==> config.mk <==
export PLATFORM = sky130hd
export DESIGN_NAME = ball_dir_ctrl
export DESIGN_NICKNAME = d
export VERILOG_FILES = /design/src/rtl/ball_pkg.sv /design/src/rtl/tick_gen.sv /design/src/rtl/ball_dir_ctrl.sv
export SDC_FILE = /design/constraint.sdc
export NUM_CORES = 1
export LEC_CHECK = 0
export BUFFER_PORTS_ARGS = -buffer_cell sky130_fd_sc_hd__clkbuf_2
export CAP_MARGIN = 20
export CORE_MARGIN = 10
export CORE_UTILIZATION = 51
export CTS_CLUSTER_SIZE = 20
export DETAILED_ROUTE_END_ITERATION = 10
export HOLD_SLACK_MARGIN = 0.05
export PLACE_DENSITY_LB_ADDON = 0.2
export SLEW_MARGIN = 10
export SYNTH_ARGS = -nofsm -noshare
export SYNTH_HDL_FRONTEND = slang
export SYNTH_SLANG_ARGS = --single-unit
==> constraint.sdc <==
create_clock -name clk -period 2.75 [get_ports clk]
set_input_delay 0.275 -clock clk [delete_from_list [all_inputs] [get_ports clk]]
set_output_delay 0.275 -clock clk [all_outputs]
set_load 0.05 [all_outputs]
==> src/rtl/ball_pkg.sv <==
// Shared definitions for the ball datapath: FSM state type and playfield geometry.
// Pure declarations; no logic, no latency.
// Geometry defaults are shared with ball_pos and the renderer so all agree on the playfield.
package ball_pkg;

    typedef enum logic [1:0] {
        IDLE = 2'd0,
        MOVE = 2'd1,
        LOST = 2'd2
    } ball_state_t;

    localparam int unsigned SCREEN_W  = 160;
    localparam int unsigned SCREEN_H  = 120;
    localparam int unsigned BALL_SIZE = 2;
    localparam int unsigned PADDLE_Y  = 112;
    localparam int unsigned PADDLE_W  = 16;
    localparam int unsigned SPEED_DIV = 500000;

    // Zero-extend a 10-bit coordinate so sums near 1023 cannot wrap.
    function automatic logic [10:0] ext11(input logic [9:0] v);
        return {1'b0, v};
    endfunction

endpackage

==> src/rtl/tick_gen.sv <==
// Free-running divider: counts 0..DIV-1 while enabled, pulses tc_o on the last count.
// tc_o is combinational from the count register (same cycle as the terminal count).
// No backpressure; clr_i holds the count at zero.
module tick_gen #(
    parameter int unsigned DIV = 4
) (
    input  logic clk,
    input  logic resetn,
    input  logic clr_i,
    input  logic en_i,
    output logic tc_o
);

    localparam int unsigned CW = (DIV > 1) ? $clog2(DIV) : 1;
    localparam logic [CW-1:0] LAST = CW'(DIV - 1);

    logic [CW-1:0] cnt_q;

    // Count while enabled, wrap at the terminal value, hold at zero when cleared.
    always_ff @(posedge clk) begin
        if (!resetn || clr_i) begin
            cnt_q <= '0;
        end else if (en_i) begin
            cnt_q <= (cnt_q == LAST) ? '0 : cnt_q + CW'(1);
        end
    end

    assign tc_o = en_i && (cnt_q == LAST);

endmodule

==> src/rtl/ball_dir_ctrl.sv <==
// Ball direction control: wall/paddle/brick bounces, bottom loss detection, step enable.
// Direction updated in the terminal-count cycle (A); move_en pulses one cycle later (A+1).
// No backpressure; brick_hit is latched sticky and consumed at the next cycle A.
module ball_dir_ctrl
    import ball_pkg::*;
#(
    parameter int unsigned SCREEN_W  = ball_pkg::SCREEN_W,
    parameter int unsigned SCREEN_H  = ball_pkg::SCREEN_H,
    parameter int unsigned BALL_SIZE = ball_pkg::BALL_SIZE,
    parameter int unsigned PADDLE_Y  = ball_pkg::PADDLE_Y,
    parameter int unsigned PADDLE_W  = ball_pkg::PADDLE_W,
    parameter int unsigned SPEED_DIV = ball_pkg::SPEED_DIV
) (
    input  logic       clk,
    input  logic       resetn,
    input  logic       launch,
    input  logic       brick_hit,
    input  logic [9:0] paddle_x,
    input  logic [9:0] x,
    input  logic [9:0] y,
    output logic       move_en,
    output logic       x_du,
    output logic       y_du,
    output logic       ball_lost,
    output logic       in_play
);

    localparam logic [10:0] RIGHT_LIM = 11'(SCREEN_W - BALL_SIZE);
    localparam logic [10:0] BOT_LIM   = 11'(SCREEN_H - BALL_SIZE);
    localparam logic [10:0] BS11      = 11'(BALL_SIZE);
    localparam logic [10:0] PY11      = 11'(PADDLE_Y);
    localparam logic [10:0] PW11      = 11'(PADDLE_W);

    ball_state_t state_q;
    logic        x_du_q, y_du_q;
    logic        x_du_d, y_du_d;
    logic        move_en_q, ball_lost_q, in_play_q;
    logic        brick_q;
    logic        tick_a;
    logic        bottom;
    logic        hit_paddle;

    logic [10:0] x11, y11, px11;
    assign x11  = ext11(x);
    assign y11  = ext11(y);
    assign px11 = ext11(paddle_x);

    // Divider only runs in MOVE; held at zero elsewhere so launch restarts it cleanly.
    tick_gen #(
        .DIV (SPEED_DIV)
    ) u_tick (
        .clk    (clk),
        .resetn (resetn),
        .clr_i  (state_q != MOVE),
        .en_i   (state_q == MOVE),
        .tc_o   (tick_a)
    );

    // Collision evaluation on the current position; results only used in cycle A.
    always_comb begin
        logic hit_left, hit_right, hit_top, brick_eff;
        hit_left   = (x11 == 11'd0) && !x_du_q;
        hit_right  = (x11 >= RIGHT_LIM) && x_du_q;
        hit_top    = (y11 == 11'd0) && !y_du_q;
        hit_paddle = y_du_q && ((y11 + BS11) == PY11)
                     && ((x11 + BS11) > px11) && (x11 < (px11 + PW11));
        // A brick pulse arriving in cycle A itself still counts.
        brick_eff  = brick_q || brick_hit;
        bottom     = y_du_q && (y11 >= BOT_LIM);

        x_du_d = x_du_q;
        if (hit_left) begin
            x_du_d = 1'b1;
        end else if (hit_right) begin
            x_du_d = 1'b0;
        end

        // Paddle wins over brick; top wall already points down so a brick flip agrees.
        y_du_d = y_du_q;
        if (hit_top) begin
            y_du_d = 1'b1;
        end else if (hit_paddle) begin
            y_du_d = 1'b0;
        end else if (brick_eff) begin
            y_du_d = ~y_du_q;
        end
    end

    // Game FSM with registered outputs; move_en is the cycle-A tick delayed by one flop.
    always_ff @(posedge clk) begin
        if (!resetn) begin
            state_q     <= IDLE;
            x_du_q      <= 1'b1;
            y_du_q      <= 1'b0;
            move_en_q   <= 1'b0;
            ball_lost_q <= 1'b0;
            in_play_q   <= 1'b0;
            brick_q     <= 1'b0;
        end else begin
            move_en_q   <= 1'b0;
            ball_lost_q <= 1'b0;
            case (state_q)
                IDLE: begin
                    if (launch) begin
                        state_q   <= MOVE;
                        x_du_q    <= 1'b1;
                        y_du_q    <= 1'b0;
                        in_play_q <= 1'b1;
                        brick_q   <= 1'b0;
                    end
                end
                MOVE: begin
                    if (tick_a) begin
                        brick_q <= 1'b0;
                        if (bottom) begin
                            // Ball is gone: hold directions, no step.
                            state_q     <= LOST;
                            in_play_q   <= 1'b0;
                            ball_lost_q <= 1'b1;
                        end else begin
                            x_du_q    <= x_du_d;
                            y_du_q    <= y_du_d;
                            move_en_q <= 1'b1;
                        end
                    end else if (brick_hit) begin
                        brick_q <= 1'b1;
                    end
                end
                LOST: begin
                    state_q <= IDLE;
                end
                default: begin
                    state_q <= IDLE;
                end
            endcase
        end
    end

    assign move_en   = move_en_q;
    assign x_du      = x_du_q;
    assign y_du      = y_du_q;
    assign ball_lost = ball_lost_q;
    assign in_play   = in_play_q;

endmodule

# == After elaboration in Yosys (flattened, before gate mapping) ==
# Index checks and enable logic that the tools add are counted.
# W data, S select, Z words.
# totals
ff_bits,27
latch_bits,0
mem_bits_rw,0
rom_bits,0
in_bits,34
out_inout_bits,5
wordCells,77
n_memories,0
# op_classes
n_addsub,4
multipliers,0
div_mod_pow,0
n_lt_le_gt_ge,4
n_eq_ne,11
shifts,0
mux,26
bitwise,1
reduce_logical,23
# op_table
op,n
$add A10 B2 Y11 const B,2
$logic_not A11 Y1,2
$add A19 B1 Y19 const B,1
$eq A19 B19 Y1 const B,1
$mux W19,1
$mux W1,17
$add A10 B5 Y11 const B,1
$eq A11 B7 Y1 const B,1
$gt A11 B10 Y1,1
$lt A10 B11 Y1,1
$ge A10 B7 Y1 const B,1
$ge A10 B8 Y1 const B,1
$reduce_and A5 Y1,2
$reduce_and A3 Y1,3
$logic_and A1 B1 Y1,8
$ne A2 B2 Y1 const B,4
$pmux W1 S2,4
$mux W2,3
$ne A3 B3 Y1 const B,2
$ne A4 B4 Y1 const B,1
$pmux W2 S2,1
$reduce_and A4 Y1,1
$logic_not A1 Y1,3
$eq A2 B1 Y1 const B,1
5 further kinds,6

# == Logic depth before layout (Yosys ltp) ==
# Gate-level depths: netlist of the first run.
# logic_depth
depth_word,10
ltp_mapped,10
mapped_depth_nobuf,10

# == Hierarchy ==
# From an unflattened synthesis of the first run, not the netlist that was laid out.
# hier_totals
cells_unflattened,256
hier_area_um2,2112.0
# by_module_without_submodules
module,instances,cells_each,area_each_um2,seq_area_each_um2
ball_dir_ctrl,1,154,1173.6,160.2
tick_gen,1,102,938.4,380.4

# == Worst setup path after synthesis of the first run ==
# No wires, ideal clock.
# synth_timing
path_kind,in2reg
start,input x[1]
end,register y_du_q (netlist: y_du)
setup_ns,0.122
arrival_ns,2.201
t_required_ns,2.628
setup_slack_ns,0.427
cell_stages,10
path_cell_list,ha_1 nand3_1 or3_1 xnor2_1 ha_1 nand4_1 nor3_1 a2111oi_0 a31oi_1 a311o_1
# synth_between
elab_chain_len,9
# synth_lines
element,line_no,text
start: declaration,ball_dir_ctrl.sv:19,"input logic [9:0] x,"
$add A10 B2 Y11,ball_dir_ctrl.sv:66,&& ((x11 + BS11) > px11) && (x11 < (px11 + PW11));
$gt A11 B10 Y1,ball_dir_ctrl.sv:66,
$logic_and A1 B1 Y1,ball_dir_ctrl.sv:66,
$logic_and A1 B1 Y1 *,ball_dir_ctrl.sv:66,
$mux W1,ball_dir_ctrl.sv:82,end else if (hit_paddle) begin
$mux W1,ball_dir_ctrl.sv:80,if (hit_top) begin
$mux W1,ball_dir_ctrl.sv:115,if (bottom) begin
$mux W1,ball_dir_ctrl.sv:113,if (tick_a) begin
$pmux W1 S2,ball_dir_ctrl.sv:102,case (state_q)
end signal: assignment,ball_dir_ctrl.sv:122,y_du_q <= y_du_d;
end: declaration,ball_dir_ctrl.sv:35,"logic x_du_q, y_du_q;"
# Mark *: on every way between the ends. The rest lies on a longest branch, timed or not. The select of a mux whose other input is x is not followed.
# A chain may end at the register's enable or synchronous reset.

# == Worst setup path after layout of the first run ==
# Same ends and word-level chain as after synthesis.

==> impl_metrics.env, run 1 <==
export IMPL_skew_ns=0.00215
export IMPL_regToRegEndpoint="u_tick.cnt_q[10]"
export IMPL_max_freq_ghz=0.423
export IMPL_cts_setup_buffers=0
export IMPL_synth_top_area_share_pct=26.6
export IMPL_finalHoldViolCount=0
export IMPL_synth_area_leaders="dfxtp_1 (27%), ha_1 (14%), xnor2_1 (6.0%)"
export IMPL_num_io_pins=39
export IMPL_period_share_pct=86.0
export IMPL_cts_hold_buf=0
export IMPL_hold_depth=2
export IMPL_ir_drop_uv=253
export IMPL_clock_latency_ns=0.27
export IMPL_crit_top_cell="ha_1"
export IMPL_yosys_warnings=0
export IMPL_maxSlewViolCount=0
export IMPL_track_usage_pct=13.0
export IMPL_cp_end_kind="register"
export IMPL_startpoint_type="primary input"
export IMPL_postRouteAntennaNets=0
export IMPL_grt_first_pass_wirelength_microns=8130
export IMPL_diodes=0
export IMPL_gp_congestion=0.902
export IMPL_outcome="complete, no violations"
export IMPL_dp_hpwl_microns=3790
export IMPL_wl_microns=4580
export IMPL_endpoint="y_du"
export IMPL_firstDrtPassIters=4
export IMPL_ys_types=42
export IMPL_grt_antenna_before_repair=0
export IMPL_ys_ff_latch=27
export IMPL_port_buffers=38
export IMPL_grt_setup_unrepaired="no"
export IMPL_max_cap_viol_count=0
export IMPL_synth_cell_area_sq_mm=0.00203
export IMPL_reg2reg_from="u_tick.cnt_q[6]"
export IMPL_grt_pass1_vias=1838
export IMPL_worstPathMaxFanout=6
export IMPL_core_area_sq_mm=0.00377
export IMPL_crit_chain="clkbuf_2, ha_1, nand3_1, or3_1, xnor2_1, ha_1, nand4_1, nor3_1, a2111oi_0, a31oi_1, a311o_1"
export IMPL_fin_setup_tns_ns=0
export IMPL_pre_cts_slack_ns=0.0975
export IMPL_period_needed_ns=2.37
export IMPL_hold_class="in2reg"
export IMPL_slowest_stage="a2111oi_0"
export IMPL_root_buffer="clkbuf_8"
export IMPL_path_clk_slew_ns=0.09
export IMPL_fp_dieH_microns=83.2
export IMPL_dr_total_vias=1928
export IMPL_grt_max_degree=18
export IMPL_finalNetCount=351
export IMPL_worstSetupPathType="in2reg"
export IMPL_die_width_microns=83.2
export IMPL_htreeDepth=1
export IMPL_worst_pin_slew_ns=0.567
export IMPL_vias_per_cell=5.65
export IMPL_clock_path_buffers=2
export IMPL_relSlewSlack_pct=62.2
export IMPL_clock_sinks=27
export IMPL_drive_above_1_share_pct=15.7
export IMPL_crit_start="x[1]"
export IMPL_num_rows=22
export IMPL_area_growth_pct=13.0
export IMPL_syn_inst=255
export IMPL_fin_ws_ns=0.384
export IMPL_dieArea_sq_mm=0.00692
export IMPL_cp_required_ns=2.91
export IMPL_slowest_delay_ns=0.41
export IMPL_leakage_nw=0.914
export IMPL_syn_area_per_cell_sq_um=7.98
export IMPL_drtIter0Drc=88
export IMPL_grt_overflow_total=0
export IMPL_initial_utilization_pct=53.9
export IMPL_synth_net_count=312
export IMPL_pwr_density_cell_mw_per_mm2=354
export IMPL_rr_worst_depth=5
export IMPL_cts_tree="yes"
export IMPL_crit_arrival_ns=2.53
export IMPL_rrSetupSlack_ns=0.66
export IMPL_cts_resized=0
export IMPL_synth_top_area_cell="dfxtp_1"
export IMPL_yosysSeqAreaShare_pct=26.6
export IMPL_drcViolationCount=0
export IMPL_setup_viol=0
export IMPL_cts_buffers=3
export IMPL_wl_per_cell_microns=13.4
==> critical path: cells and delay by family <==
family / cells / cell delay (ns)
adders and majority gates: 2 / 0.48
xor gates and xnor gates: 1 / 0.14
AOI/OAI and AO/OA: 3 / 0.87
buffers and inverters: 1 / 0.13
and+or+nand+nor: 4 / 0.63
==> sequential cells by signal (all words and copies together), names as in the netlist <==
name	flops
u_tick.cnt_q	19
state_q	2
ball_lost	1
brick_q	1
in_play	1
move_en	1
x_du	1
y_du	1
==> how the worst min path moves through the flow <==
stage                     from         endpoint
2_1_floorplan  u_tick.cnt_q[0]  u_tick.cnt_q[0]
3_3_place_gp   u_tick.cnt_q[0]  u_tick.cnt_q[0]
3_5_place_dp   u_tick.cnt_q[0]  u_tick.cnt_q[0]
4_1_cts                 resetn             x_du
5_1_grt                 resetn             x_du
6_report                resetn             x_du
==> where the power goes <==
part / internal [mW] / switching, mW
sequential: 0.397 / 0.00717
combinational: 0.0797 / 0.109
clock: 0.104 / 0.116
==> metal layers <==
metal	wire, microns	vias up	global-route usage, %
met1	2240	876	17.2
li1	-	1010	-
met2	2040	40	20.6
met4	15	0	1.69
met3	289	2	3.81
met5	0	-	0
==> placed cells by master, fill, tap and decap left out, types with 2 or more instances in the layout <==
cell / n
and4_1: 3
nand3b_1: 2
nor2b_1: 2
inv_1: 17
a21o_1: 2
xnor2_1: 14
nand2b_1: 3
or3_1: 5
nand2_1: 17
ha_1: 23
nor4_1: 3
o21ai_0: 13
nor4_2: 3
o21a_1: 3
clkbuf_8: 3
dfxtp_1: 27
a21oi_1: 14
nor2_1: 29
a31oi_1: 6
nand4_1: 10
nand3_1: 18
nor3_1: 7
xor2_1: 10
nor4b_1: 2
o211ai_1: 2
clkbuf_2: 38
a2111oi_0: 2
==> synthesized netlist by cell type (all sizes together) <==
cell and number:
a2111oi 3, a211oi 1, a21boi 1, a21o 2, a21oi 14, a311o 1
a31oi 6, and2 1, and4 3, buf 3, clkbuf 1, dfxtp 27
ha 23, inv 17, mux2i 1, nand2 17, nand2b 3, nand3 18
nand3b 2, nand4 10, nand4b 1, nor2 29, nor2b 2, nor3 7
nor3b 1, nor4 6, nor4b 2, o211ai 2, o21a 3, o21ai 13
o221ai 1, o31ai 1, or2 1, or3 5, or4 2, or4b 1
xnor2 14, xor2 10
==> area by class of cell <==
class / instances / area, sq um
multi-input combinational: 207 / 1400
tap: 48 / 60.1
fill: 373 / 1470
inverter: 17 / 63.8
sequential: 27 / 541
clock buffer: 4 / 45.0
timing repair buffer: 38 / 190
==> logic make-up (layout without fill, tap and decap cells) <==
logic type	Yosys count	in the layout	synth area share (%)
adders and majority gates	23	23	14.1
buffers and inverters	21	59	4.67
AOI/OAI and AO/OA	48	48	14.5
and+or+nand+nor	111	111	29.3
xor gates and xnor gates	24	24	10.3
DFF	27	27	26.6
muxes	1	1	0.492
==> stage by stage <==
stage | cell area, sq um | utilization (%) | total power, mW | hold WS [ns] | cells
after floorplan | 2030 | - | 0.535 | 0.430 | 255
after global placement | 2250 | 59.8 | 0.599 | 0.444 | 337
after detailed placement | 2250 | 59.8 | 0.602 | 0.470 | 337
after CTS | 2300 | 60.9 | 0.825 | 0.297 | 341
after global routing | 2300 | 60.9 | 0.867 | 0.312 | 341
final | 2300 | 60.9 | 0.813 | 0.304 | 341
Power figures use the tool's default switching activity.
==> run 2: changes to the inputs <==
- ABC_AREA: default -> 1
==> run 2 against run 1 <==
Design area rose by 9.5%. Largest cell class unchanged. Largest power group unchanged. Utilization increased by 0.19 points. Highest routed layer unchanged. First-iteration DRC count increased by 43%. Worst hold slack got worse by 0.077 ns. Non-clock buffer count did not move.
==> impl_metrics.env, run 2 <==
export IMPL_fp_dieH_microns=86.1
export IMPL_rr_worst_depth=11
export IMPL_fin_ws_ns=0.744
export IMPL_crit_start="x[3]"
export IMPL_ys_ff_latch=27
export IMPL_diodes=0
export IMPL_num_io_pins=39
export IMPL_dp_hpwl_microns=4400
export IMPL_finalNetCount=426
export IMPL_root_buffer="clkbuf_8"
export IMPL_cts_buffers=3
export IMPL_grt_max_degree=17
export IMPL_drt_met1_wl_microns=2290
export IMPL_gp_congestion=0.995
export IMPL_postRouteAntennaNets=0
export IMPL_path_clk_slew_ns=0.09
export IMPL_wl_per_cell_microns=12.6
export IMPL_synth_net_count=384
export IMPL_outcome="complete, no violations"
export IMPL_cts_resized=0
export IMPL_yosys_warnings=0
export IMPL_final_common_cell="nand2_1"
export IMPL_vias_per_cell=5.19
export IMPL_synth_top_area_cell="dfxtp_1"
export IMPL_max_flop_register="u_tick.cnt_q"
export IMPL_period_share_pct=72.9
export IMPL_mostFrequentLayoutCells="nand2_1 (57), inv_1 (53), nor2_1 (42)"
export IMPL_grt_first_pass_wirelength_microns=9220
export IMPL_skew_ns=0.00826
export IMPL_synth_area_leaders="dfxtp_1 (24%), ha_1 (13%), nand2_1 (9.6%)"
export IMPL_syn_inst=327
export IMPL_regToRegEndpoint="u_tick.cnt_q[18]"
export IMPL_leakage_nw=1.13
export IMPL_die_width_microns=86.1
export IMPL_clock_latency_ns=0.28
export IMPL_syn_area_per_cell_sq_um=6.81
export IMPL_startpoint_type="primary input"
export IMPL_synth_commonest_cells="nand2_1 (57), inv_1 (53), nor2_1 (42)"
export IMPL_largest_reg_flops=19
export IMPL_dieArea_sq_mm=0.00741
export IMPL_async_flop_share_pct=0
export IMPL_max_cap_viol_count=0
export IMPL_drtIter0Drc=126
export IMPL_cp_required_ns=2.93
export IMPL_fin_setup_tns_ns=0
export IMPL_drcViolationCount=0
export IMPL_clock_sinks=27
export IMPL_num_rows=23
export IMPL_core_area_sq_mm=0.00412
export IMPL_highest_layer="met4"
export IMPL_htreeDepth=1
export IMPL_track_usage_pct=14.6
export IMPL_worst_pin_slew_ns=0.424
export IMPL_wl_met2_microns=2580
export IMPL_cts_hold_buf=0
export IMPL_dr_total_vias=2169
export IMPL_synth_cell_area_sq_mm=0.00223
export IMPL_grt_setup_unrepaired="no"
export IMPL_pwr_density_cell_mw_per_mm2=341
export IMPL_top_regs="u_tick.cnt_q (19), state_q (2)"
export IMPL_worstSetupPathType="in2reg"
export IMPL_initial_utilization_pct=54.1
export IMPL_grt_pass1_vias=2129
export IMPL_drive_above_1_share_pct=17.7
export IMPL_grt_overflow_total=0
export IMPL_firstDrtPassIters=4
export IMPL_synth_edf_count=0
export IMPL_area_growth_pct=13.0
export IMPL_crit_arrival_ns=2.19
export IMPL_clock_path_buffers=2
export IMPL_cp_end_kind="register"
export IMPL_finalHoldViolCount=0
export IMPL_maxSlewViolCount=0
export IMPL_rrSetupSlack_ns=0.82
export IMPL_worstPathMaxFanout=5
export IMPL_grt_antenna_before_repair=0
export IMPL_synth_top_area_share_pct=24.3
export IMPL_yosysMostFrequentCell="nand2_1"
export IMPL_port_buffers=38
export IMPL_met3_length_microns=287
export IMPL_max_freq_ghz=0.499
export IMPL_pre_cts_slack_ns=0.487
export IMPL_setup_viol=0
export IMPL_wl_microns=5250
export IMPL_cts_setup_buffers=0
export IMPL_hold_class="in2reg"
export IMPL_ir_drop_uv=259
export IMPL_period_needed_ns=2.01
export IMPL_endpoint="y_du"
export IMPL_relSlewSlack_pct=71.5
export IMPL_ys_types=30
export IMPL_reg2reg_from="u_tick.cnt_q[0]"
export IMPL_cts_tree="yes"
export IMPL_yosysSeqAreaShare_pct=24.3
export IMPL_synthFlopType="dfxtp_1"
## run 2: cell count changes after synthesis, sizes merged, moves of 4 or more
| cell | change |
|---|---|
| inv | +39 |
| nand2 | +45 |
| nor2 | +19 |
| nor3 | +8 |
| o21ai | -4 |
| or3 | -5 |
| xnor2 | -10 |
| xor2 | +6 |
## run 2: power by group
part           switching (mW)  total (mW)  internal, mW
Combinational           0.141       0.228        0.0861
Clock                   0.124       0.227         0.103
Sequential            0.00638       0.405         0.398
Total                   0.272       0.859         0.587
## run 2: worst min path at each step
stage,start,slack [ns],to,cells after the start
final,resetn,0.23,x_du,2
after global routing,resetn,0.23,x_du,2
after CTS,resetn,0.22,x_du,2
after detailed placement,u_tick.cnt_q[17],0.48,u_tick.cnt_q[17],2
after global placement,u_tick.cnt_q[17],0.48,u_tick.cnt_q[17],2
after floorplan,resetn,0.35,x_du,1
## run 2: kinds of logic (layout without fill, tap and decap cells)
logic type | count (synthesis) | in the layout | synth area share (%)
AO/OA/AOI/OAI | 36 | 36 | 9.33
buffers and inverters | 57 | 98 | 9.95
XOR/XNOR | 20 | 20 | 7.87
flip-flops | 27 | 27 | 24.3
adder cells (fa/ha/maj) | 23 | 23 | 12.9
AND/OR/NAND/NOR | 164 | 164 | 35.6
## run 2: final cells by class
cell class / instances / area (sq um)
fillers: 418 / 1600
multi-input cells: 243 / 1460
flip-flops and latches: 27 / 541
inverters: 56 / 210
repair buffers: 38 / 190
well taps: 50 / 62.6
clock buffers: 3 / 41.3
clock inverters: 1 / 7.51
## run 2: critical path: stages
cell,delay (ns)
clkbuf_2,0.14
nand2_1,0.08
nor2_2,0.21
nand2_1,0.11
nor2_1,0.12
xor2_1,0.16
ha_1,0.27
a21oi_1,0.16
o21a_1,0.16
nor2_1,0.05
nor2_1,0.09
nand2_1,0.06
nand3_1,0.06
nand2_1,0.06
a21oi_1,0.12
nor2_1,0.05
## run 2: per-layer routing
layer  GRT usage [%]  vias up
li1                -     1149
met1            16.6      963
met2            25.6       48
met3            3.22        9
met4            5.99        0
met5               0        -
## run 2: through the flow
step | instance area (sq um) | hold WS, ns | power [mW] | instances | utilization [%]
after floorplan | 2230 | 0.350 | 0.562 | 327 | -
after global placement | 2470 | 0.475 | 0.635 | 414 | 60.0
after detailed placement | 2470 | 0.482 | 0.639 | 414 | 60.0
after CTS | 2520 | 0.218 | 0.869 | 418 | 61.1
after global routing | 2520 | 0.235 | 0.920 | 418 | 61.1
final | 2520 | 0.227 | 0.859 | 418 | 61.1
==> run 3: changes to the inputs <==
- clock period: 2.75 -> 2.1 ns (I/O delays scaled with it)
==> run 3 against run 2 <==
Register-to-register slack lost 0.55 ns. Routed wire length is 1.2% higher. Cell count increased by 1.2%. Worst hold slack lost 0.067 ns. Global-route usage is 0.25 points lower. Die area stayed put. Largest power group unchanged. Sequential share of layout area is 0.30 points lower. Clock skew shrank 0.0056 ns.
==> impl_metrics.env, run 3 (synthesized netlist as in run 2, its figures left out) <==
export IMPL_cts_resized=0
export IMPL_vias_per_cell=5.19
export IMPL_cts_buffers=3
export IMPL_drcViolationCount=0
export IMPL_grt_overflow_total=0
export IMPL_area_growth_pct=14.6
export IMPL_cp_required_ns=2.28
export IMPL_dr_total_vias=2194
export IMPL_htreeDepth=1
export IMPL_cts_setup_buffers=0
export IMPL_worst_pin_slew_ns=0.413
export IMPL_cts_tree="yes"
export IMPL_dp_hpwl_microns=4370
export IMPL_total_power_mw=1.13
export IMPL_clock_latency_ns=0.27
export IMPL_drive_above_1_share_pct=18.8
export IMPL_postRouteAntennaNets=0
export IMPL_final_common_cell="nand2_1"
export IMPL_ir_drop_uv=331
export IMPL_instances_no_fill=423
export IMPL_leakage_nw=1.15
export IMPL_wl_per_cell_microns=12.6
export IMPL_placed_cells=419
export IMPL_finalHoldViolCount=0
export IMPL_core_area_sq_mm=0.00412
export IMPL_grt_antenna_before_repair=0
export IMPL_hold_class="in2reg"
export IMPL_outcome="complete, no violations"
export IMPL_num_io_pins=39
export IMPL_grt_max_degree=16
export IMPL_largest_reg_flops=19
export IMPL_clock_path_buffers=2
export IMPL_firstDrtPassIters=4
export IMPL_finalNetCount=431
export IMPL_pwr_density_cell_mw_per_mm2=443
export IMPL_clock_sinks=27
export IMPL_crit_chain="clkbuf_2, ha_1, nand3_1, nor2_1, nand2_1, xor2_1, inv_1, ha_1, nand2_1, inv_1, nand3_1, nor2_1, nand2_1, nand2_1, nand3_1, nand2_1, nand3_1, nand2_1, nor2_1"
export IMPL_top_regs="u_tick.cnt_q (19), state_q (2)"
export IMPL_dieArea_sq_mm=0.00741
export IMPL_die_width_microns=86.1
export IMPL_worstSetupPathType="in2reg"
export IMPL_slowest_stage="ha_1"
export IMPL_initial_utilization_pct=54.1
export IMPL_drtIter0Drc=132
export IMPL_crit_top_cell="nand2_1"
export IMPL_wl_microns=5320
export IMPL_grt_pass1_vias=2135
export IMPL_port_buffers=38
export IMPL_maxSlewViolCount=0
export IMPL_max_flop_register="u_tick.cnt_q"
export IMPL_cp_end_kind="register"
export IMPL_fin_util_pct=62.0
export IMPL_relSlewSlack_pct=72.2
export IMPL_startpoint_type="primary input"
export IMPL_crit_family="simple AND/OR/NAND/NOR gates"
export IMPL_path_buf_inv=3
export IMPL_max_freq_ghz=0.543
export IMPL_diodes=0
export IMPL_grt_first_pass_wirelength_microns=9170
export IMPL_period_share_pct=87.7
export IMPL_skew_ns=0.00269
export IMPL_crit_arrival_ns=2.02
export IMPL_max_cap_viol_count=0
export IMPL_worstPathMaxFanout=4
export IMPL_grt_setup_unrepaired="no"
export IMPL_num_rows=23
export IMPL_gp_congestion=0.863
export IMPL_cts_hold_buf=0
export IMPL_setup_viol=0
export IMPL_slowest_delay_ns=0.27
export IMPL_track_usage_pct=14.4
export IMPL_mostFrequentLayoutCells="nand2_1 (57), inv_1 (53), nor2_1 (42)"
export IMPL_fin_hold_ws_ns=0.160
export IMPL_path_clk_slew_ns=0.09
export IMPL_root_buffer="clkbuf_8"
export IMPL_fp_dieH_microns=86.1
export IMPL_nFillCells=416
export IMPL_fin_setup_tns_ns=0
export IMPL_period_needed_ns=1.84
[run 3: per-layer routing]
| layer | vias up | global-route usage [%] | part of all wire, % |
|---|---|---|---|
| met5 | - | 0 | 0 |
| met4 | 0 | 5.24 | 1.2 |
| met3 | 7 | 3.22 | 5.6 |
| met2 | 45 | 25.2 | 49 |
| met1 | 980 | 16.6 | 45 |
| li1 | 1162 | - | - |
[run 3: final cells by class]
| type | count | area [sq um] | area share, % |
|---|---|---|---|
| Clock buffer | 3 | 41.3 | 1.62 |
| Clock inverter | 1 | 5.00 | 0.196 |
| Inverter | 56 | 210 | 8.24 |
| Multi-Input combinational cell | 243 | 1460 | 57.4 |
| Sequential cell | 27 | 541 | 21.2 |
| Tap cell | 50 | 62.6 | 2.45 |
| Timing Repair Buffer | 43 | 228 | 8.93 |
[run 3: per-stage QoR]
step                area (sq um)  setup WS, ns
global placement            2500       0.00333
detailed placement          2500       -0.0321
CTS                         2550         0.259
floorplan                   2230         0.264
global route                2550        0.0466
finish                      2550         0.258
[run 3: worst paths after layout]
kind | cells after the start | slack, ns | end | start
worst max-delay path | 19 | 0.26 | y_du | x[2]
worst min-delay path | 2 | 0.16 | x_du | resetn
worst max register to register | 11 | 0.27 | u_tick.cnt_q[18] | u_tick.cnt_q[1]
worst min register to register | 2 | 0.49 | u_tick.cnt_q[17] | u_tick.cnt_q[17]
[run 3: report_power, final]
group / total (mW) / internal, mW / switching, mW
sequential: 0.530 / 0.521 / 0.00820
combinational: 0.304 / 0.118 / 0.186
clock: 0.296 / 0.133 / 0.163
total: 1.13 / 0.773 / 0.357
